$ cat config.mk
export PLATFORM = sky130hd
export DESIGN_NAME = fetch_unit
export DESIGN_NICKNAME = d
export VERILOG_FILES = /design/src/rtl/fetch_unit.sv
export SDC_FILE = /design/constraint.sdc
export NUM_CORES = 1
export LEC_CHECK = 0
export CORE_MARGIN = 10
export CORE_UTILIZATION = 57
export CTS_CLUSTER_DIAMETER = 40
export DETAILED_ROUTE_END_ITERATION = 7
export GPL_TIMING_DRIVEN = 0
export PLACE_DENSITY_LB_ADDON = 0.25
export SKIP_CTS_REPAIR_TIMING = 1
export SYNTH_ARGS = -nofsm -noshare
export SYNTH_HDL_FRONTEND = slang
export SYNTH_SLANG_ARGS = --single-unit
export TNS_END_PERCENT = 1
$ cat constraint.sdc
create_clock -name clk -period 16.7 [get_ports clk]
set_input_delay 2.505 -clock clk [delete_from_list [all_inputs] [get_ports clk]]
set_output_delay 2.505 -clock clk [all_outputs]
set_load 0.01 [all_outputs]
$ cat src/rtl/fetch_unit.sv
// Instruction fetch unit: issues sequential fetch requests, tracks responses in a
// circular buffer, and presents instructions to decode in program order.
module fetch_unit #(
  parameter int unsigned    XLEN     = 64,
  parameter int unsigned    ADDR_W   = 32,
  parameter int unsigned    DEPTH    = 4,
  parameter logic [XLEN-1:0] RESET_PC = '0
) (
  input  logic              clk,
  input  logic              reset_sync,
  input  logic              redirect_i,
  input  logic [XLEN-1:0]   redirect_pc_i,
  output logic              imem_req_o,
  output logic [ADDR_W-1:0] imem_addr_o,
  input  logic              imem_gnt_i,
  input  logic              imem_rvalid_i,
  input  logic [31:0]       imem_rdata_i,
  output logic              instr_valid_o,
  output logic [31:0]       instr_o,
  output logic [XLEN-1:0]   instr_pc_o,
  input  logic              instr_ready_i
);

  localparam int unsigned PW = $clog2(DEPTH);
  localparam int unsigned CW = PW + 1;

  logic [XLEN-1:0] r_pc;
  logic            r_run;
  logic [PW-1:0]   r_alloc;
  logic [PW-1:0]   r_fill;
  logic [PW-1:0]   r_head;
  logic [CW-1:0]   r_used;
  logic [CW-1:0]   r_pend;
  logic [CW-1:0]   r_disc;
  logic [XLEN-1:0] r_ent_pc    [DEPTH];
  logic [31:0]     r_ent_instr [DEPTH];
  logic [DEPTH-1:0] r_ent_filled;

  logic [CW:0] w_occ;
  logic        w_req;
  logic        w_gnt;
  logic        w_drop;
  logic        w_fill;
  logic        w_valid;
  logic        w_pop;
  logic        w_unused_pc_lsb;

  // Occupancy counts responses still owed for flushed fetches as well as live entries.
  assign w_occ   = (CW+1)'(r_used) + (CW+1)'(r_disc);
  assign w_req   = r_run & ~redirect_i & (w_occ < (CW+1)'(DEPTH));
  assign w_gnt   = w_req & imem_gnt_i;
  assign w_drop  = imem_rvalid_i & (r_disc != '0);
  assign w_fill  = imem_rvalid_i & (r_disc == '0) & (r_pend != '0);
  assign w_valid = (r_used != '0) & r_ent_filled[r_head];
  assign w_pop   = w_valid & instr_ready_i & ~redirect_i;

  assign w_unused_pc_lsb = ^redirect_pc_i[1:0];

  assign imem_req_o    = w_req;
  assign imem_addr_o   = r_pc[ADDR_W-1:0];
  assign instr_valid_o = w_valid;
  assign instr_o       = r_ent_instr[r_head];
  assign instr_pc_o    = r_ent_pc[r_head];

  always_ff @(posedge clk or posedge reset_sync) begin
    if (reset_sync) begin
      r_pc         <= RESET_PC;
      r_run        <= 1'b0;
      r_alloc      <= '0;
      r_fill       <= '0;
      r_head       <= '0;
      r_used       <= '0;
      r_pend       <= '0;
      r_disc       <= '0;
      r_ent_filled <= '0;
      for (int i = 0; i < DEPTH; i++) begin
        r_ent_pc[i]    <= '0;
        r_ent_instr[i] <= '0;
      end
    end else begin
      r_run <= 1'b1;
      if (redirect_i) begin
        // Unfilled entries become responses to drop; one arriving now is consumed here.
        r_pc         <= {redirect_pc_i[XLEN-1:2], 2'b00};
        r_alloc      <= '0;
        r_fill       <= '0;
        r_head       <= '0;
        r_used       <= '0;
        r_pend       <= '0;
        r_ent_filled <= '0;
        r_disc       <= r_disc + r_pend - CW'(w_drop | w_fill);
      end else begin
        if (w_gnt) begin
          r_ent_pc[r_alloc]     <= r_pc;
          r_ent_filled[r_alloc] <= 1'b0;
          r_alloc               <= r_alloc + PW'(1);
          r_pc                  <= r_pc + XLEN'(4);
        end
        if (w_fill) begin
          r_ent_instr[r_fill]  <= imem_rdata_i;
          r_ent_filled[r_fill] <= 1'b1;
          r_fill               <= r_fill + PW'(1);
        end
        if (w_drop) begin
          r_disc <= r_disc - CW'(1);
        end
        if (w_pop) begin
          r_ent_filled[r_head] <= 1'b0;
          r_head               <= r_head + PW'(1);
        end
        r_used <= r_used + CW'(w_gnt) - CW'(w_pop);
        r_pend <= r_pend + CW'(w_gnt) - CW'(w_fill);
      end
    end
  end

  // A response with nothing outstanding means the memory side broke the protocol.
  a_orphan_rsp: assert property (@(posedge clk) disable iff (reset_sync)
    !(imem_rvalid_i && (r_disc == '0) && (r_pend == '0)));

endmodule

# Yosys cells after proc, flatten, opt, wreduce, memory -nomap -nowiden
# Index checks and enable logic that the tools add are counted.
# W data, S select, Z words.
dict set report word_totals {
  register_bits 468
  out_inout_bits 130
  in_bits 102
  elab_cells 113
}
dict set report op_classes {
  reduce_logical 15
  n_addsub 12
  bitwise_logic 19
  mux 38
  magnitude_cmp 12
}
# cell n
set ops {}
lappend ops {{$mux W64} 5}
lappend ops {{$bwmux W256} 1}
lappend ops {{$bmux W64 S2} 1}
lappend ops {{$bwmux W128} 1}
lappend ops {{$demux W64 S2} 1}
lappend ops {{$mux W32} 3}
lappend ops {{$add A64 B3 Y64 const B} 1}
lappend ops {{$bmux W32 S2} 1}
lappend ops {{$demux W32 S2} 1}
lappend ops {{$mux W4} 6}
lappend ops {{$mux W2} 6}
lappend ops {{$mux W3} 4}
lappend ops {{$and A1 B1 Y1} 9}
lappend ops {{$ge A3 B3 Y1 const B} 3}
lappend ops {{$lt A2 B3 Y1 const B} 3}
lappend ops {{$not A2 Y3} 3}
lappend ops {{$reduce_bool A3 Y1} 3}
lappend ops {{$sub A3 B1 Y3} 3}
lappend ops {{$and A4 B4 Y4} 2}
lappend ops {{$not A4 Y4} 2}
lappend ops {{$reduce_bool A2 Y1} 4}
lappend ops {{$add A2 B1 Y2 const B} 3}
lappend ops {{$add A3 B1 Y3} 2}
lappend ops {{$demux W1 S2} 3}
lappend ops {{other kinds (14)} 25}

# Longest topological paths before layout
dict set report logic_depth {
  word_depth 14
  depth_mapped 14
  mapped_depth_nobuf 12
}

# Worst setup path after synthesis
# No wires, ideal clock.
dict set report synth_timing {
  path_type {input -> output}
  startpoint {in redirect_i}
  endpoint {out imem_req_o}
  path_buffers 1
  path_stages 3
  setup_slack_ns 11.136
  arrival_time_ns 3.059
  required_ns 14.195
  path_cell_list {buf_2 nor3b_1 and3_1}
}
dict set report synth_between {
  elab_chain_len 3
}
# element line
set synth_lines {}
lappend synth_lines {{from (decl)} 11} ;# input logic redirect_i,
lappend synth_lines {{$not A1 Y1 (no source line)} --}
lappend synth_lines {{$and A1 B1 Y1 (2 in a row)} 50} ;# assign w_req = r_run & ~redirect_i & (w_occ < (CW+1)'(DEPTH));
lappend synth_lines {{to (decl)} 13} ;# output logic imem_req_o,
# Every way passes these cells.

# Worst setup path in the final report
dict set report layout_timing {
  startpoint {reg r_head[1]}
  endpoint {out instr_pc_o[22]}
}
dict set report layout_between {
  elab_chain_len 4
}
# element line
set layout_lines {}
lappend layout_lines {{from (decl)} 31} ;# logic [PW-1:0] r_head;
lappend layout_lines {{from (signal assigned)} 109} ;# r_head <= r_head + PW'(1);
lappend layout_lines {{$not A2 Y3 (implied by the code)} 63} ;# assign instr_pc_o = r_ent_pc[r_head];
lappend layout_lines {{$bmux W64 S2} 63}
lappend layout_lines {{$mux W64 (implied by the code) (2 in a row)} 63}
lappend layout_lines {{to (decl)} 20} ;# output logic [XLEN-1:0] instr_pc_o,
# Every way passes these cells. The select of a mux whose other input is x is not followed.

==> results.toml <==
[critical_path]
cp_top_family = "buffers and inverters"
cp_num_buf_inv = 4
cp-start-kind = "flop"
cpMostUsedCell = "clkbuf_1"
cp-end-kind = "primary output"
worst-path-max-fanout = 10
crit_arrival_ps = 3950
crit_slowest_cell = "buf_1"
timing_worst_setup_path_type = "reg -> out"
crit_chain = "clkbuf_1 -> buf_1 -> clkbuf_1 -> mux4_2 -> clkdlybuf4s50_1"
max_stage_delay_ps = 840
required_ps = 14200

[detailed_routing]
vias_per_cell = 6.03
drtIter0Drc = 1288
drc = 0
vias = 14700
ant_nets = 0
wirelength_um = 58500
routedWlPerCell_um = 23.9
dr.pass1.iters = 5

[cts]
cts_tree = "built"
cts_buffer_depth = 3
cts_root_buffer = "clkbuf_16"
clock_sinks = 458
cts-htree-levels = 2
clk_pin_slew_ps = 60
numCtsBuffers = 61
clk_latency_ps = 610

[floorplanning]
die_w_um = 215
start_util_pct = 57.5
rows = 71
die_h_um = 215
core_area_um2 = 37500
ios = 232
dieArea_um2 = 46000

[pwr]
leakagePower_nw = 12.2
p_per_area_nw_per_um2 = 134
power_mw = 3.60
ir_drop_mv = 0.0933

[placed_design]
place_inst = 2327
dp_hpwl_um = 40400
gp_congestion = 0.901
port_buffers = 224

[cells_and_area]
area_growth_pct = 24.1
nets = 2008
fillCellCount = 2515
mostFrequentLayoutCell = "dfrtp_1"
final_cells = 2444
final_util_pct = 71.4
layout.cells.most_common_list = "dfrtp_1 (458), mux2_2 (364), clkdlybuf4s50_1 (224), nand2_1 (100), mux4_2 (95)"
drive_above_1_share_pct = 33.9

[sta]
drv_slew = 0
slew_headroom_pct = 29.2
hold_viol = 0
worstMarginPinSlew_ps = 1060
rsz0062_at_grt = "false"
max_freq_mhz = 155
fin_hold_ws_ps = 483
skew_ps = 22.6
setup_violations = 0
min_period_over_period_pct = 38.6
period_needed_ps = 6450

[synthesis]
ys.warnings.count = 0
yosys.area.top_type = "dfrtp_1"
postSynthAreaPerCell_um2 = 13.6
synth_cell_types = 55
ys_seq_area_share_pct = 53.1
synthArstFlopShare_pct = 100
syn-cell-area_um2 = 21600
synth.area.top_cells = "dfrtp_1 (53%), mux2_2 (19%), mux4_2 (9.9%)"
syn_inst = 1586
synth_edf_count = 0
synth-main-ff-cell = "dfrtp_1"
synth_top_cell_area_share_pct = 53.1
ys_ff_latch = 458

[global_routing]
grt_pass1_vias = 15700
grt_use_total_pct = 25.3
gr-total-overflow = 0
antenna_found_initial = 2
grt_max_degree = 131
grt_pass1_wl_um = 91700

[min_path]
hold_class = "reg -> reg"

[flow_run]
drv_cap = 0

[run_status]
status = "finished, final reports clean"
state kept, by name, summed over array words and instances, names as in the netlist, 3 cells and up:
signal / cells
r_pc: 62
r_ent_instr: 128
r_ent_filled: 4
r_used: 3
r_ent_pc: 248
r_disc: 3
r_pend: 3
tightest hold or removal path: stages, from the launching register on:
cell and delay, ps:
dfrtp_1 330, nand2_1 40, o21ai_0 70
report_power, final:
| part | switching [mW] | internal, mW |
|---|---|---|
| clock | 0.514 | 0.884 |
| sequential | 0.109 | 1.30 |
| combinational | 0.330 | 0.463 |
logic make-up after synthesis:
group                    share of synthesized area [%]
AO/OA/AOI/OAI                                     4.23
XOR/XNOR                                          1.02
adder cells (fa/ha/maj)                           1.67
buffers and inverters                             4.15
flip-flops                                        53.1
multiplexers                                      29.1
other                                           0.0348
AND/OR/NAND/NOR                                   6.68
worst paths after layout:
kind | start | endpoint | slack, ps | depth (start not counted)
min reg2reg | r_ent_pc[125] | r_ent_pc[125] | 480 | 2
min | r_ent_pc[125] | r_ent_pc[125] | 480 | 2
max in group asynchronous | reset_sync | r_ent_pc[246] | 12750 | 4
max | r_head[1] | instr_pc_o[22] | 10250 | 5
max reg2reg | r_used[1] | r_pend[2] | 12720 | 14
min in group asynchronous | reset_sync | r_ent_instr[35] | 2370 | 2
final cells by class:
cell class                 instances  area, um2  area share (%)
antenna                            3       7.51          0.0280
clock inverter                    36        510            1.91
timing repair buffer             227       2320            8.68
buffer                           163        801            2.99
clock buffer                      78       1700            6.36
multi-input combinational        943       9220            34.4
tap                              511        639            2.39
inverter                          25        101           0.379
sequential                       458      11500            42.8
cell usage after synthesis, types with 5 or more instances:
cell type	instances
o211ai_1	22
nor2_1	41
clkbuf_1	76
buf_1	13
a22oi_1	5
xor2_1	13
o21ai_0	54
and2_1	6
xnor2_1	12
a21oi_1	16
a221o_1	7
nand2_1	100
ha_1	24
nor3_1	8
and4_1	7
and3_1	13
mux4_2	95
a31oi_1	15
nand4_1	31
mux2_2	364
dfrtp_1	458
nor4_1	10
nand3_1	36
buf_2	34
or3_1	5
buf_4	36
o311ai_0	6
inv_1	24
per-stage QoR:
step                worst slack (ps)  setup TNS [ps]  instance area, um2
finish                         10250               0               26800
global route                   10140               0               26800
CTS                            10210               0               26800
detailed placement             10510               0               24500
global placement               -3320        -1503730               24500
floorplan                       1430               0               21600
layer usage:
metal | vias up | GRT usage [%] | wire [um]
li1 | 6394 | - | -
met3 | 160 | 5.43 | 3970
met4 | 2 | 11.1 | 2320
met5 | - | 0 | 9
met1 | 7600 | 31.9 | 23300
met2 | 575 | 41.5 | 28900
(Power assumes the default switching activity.)
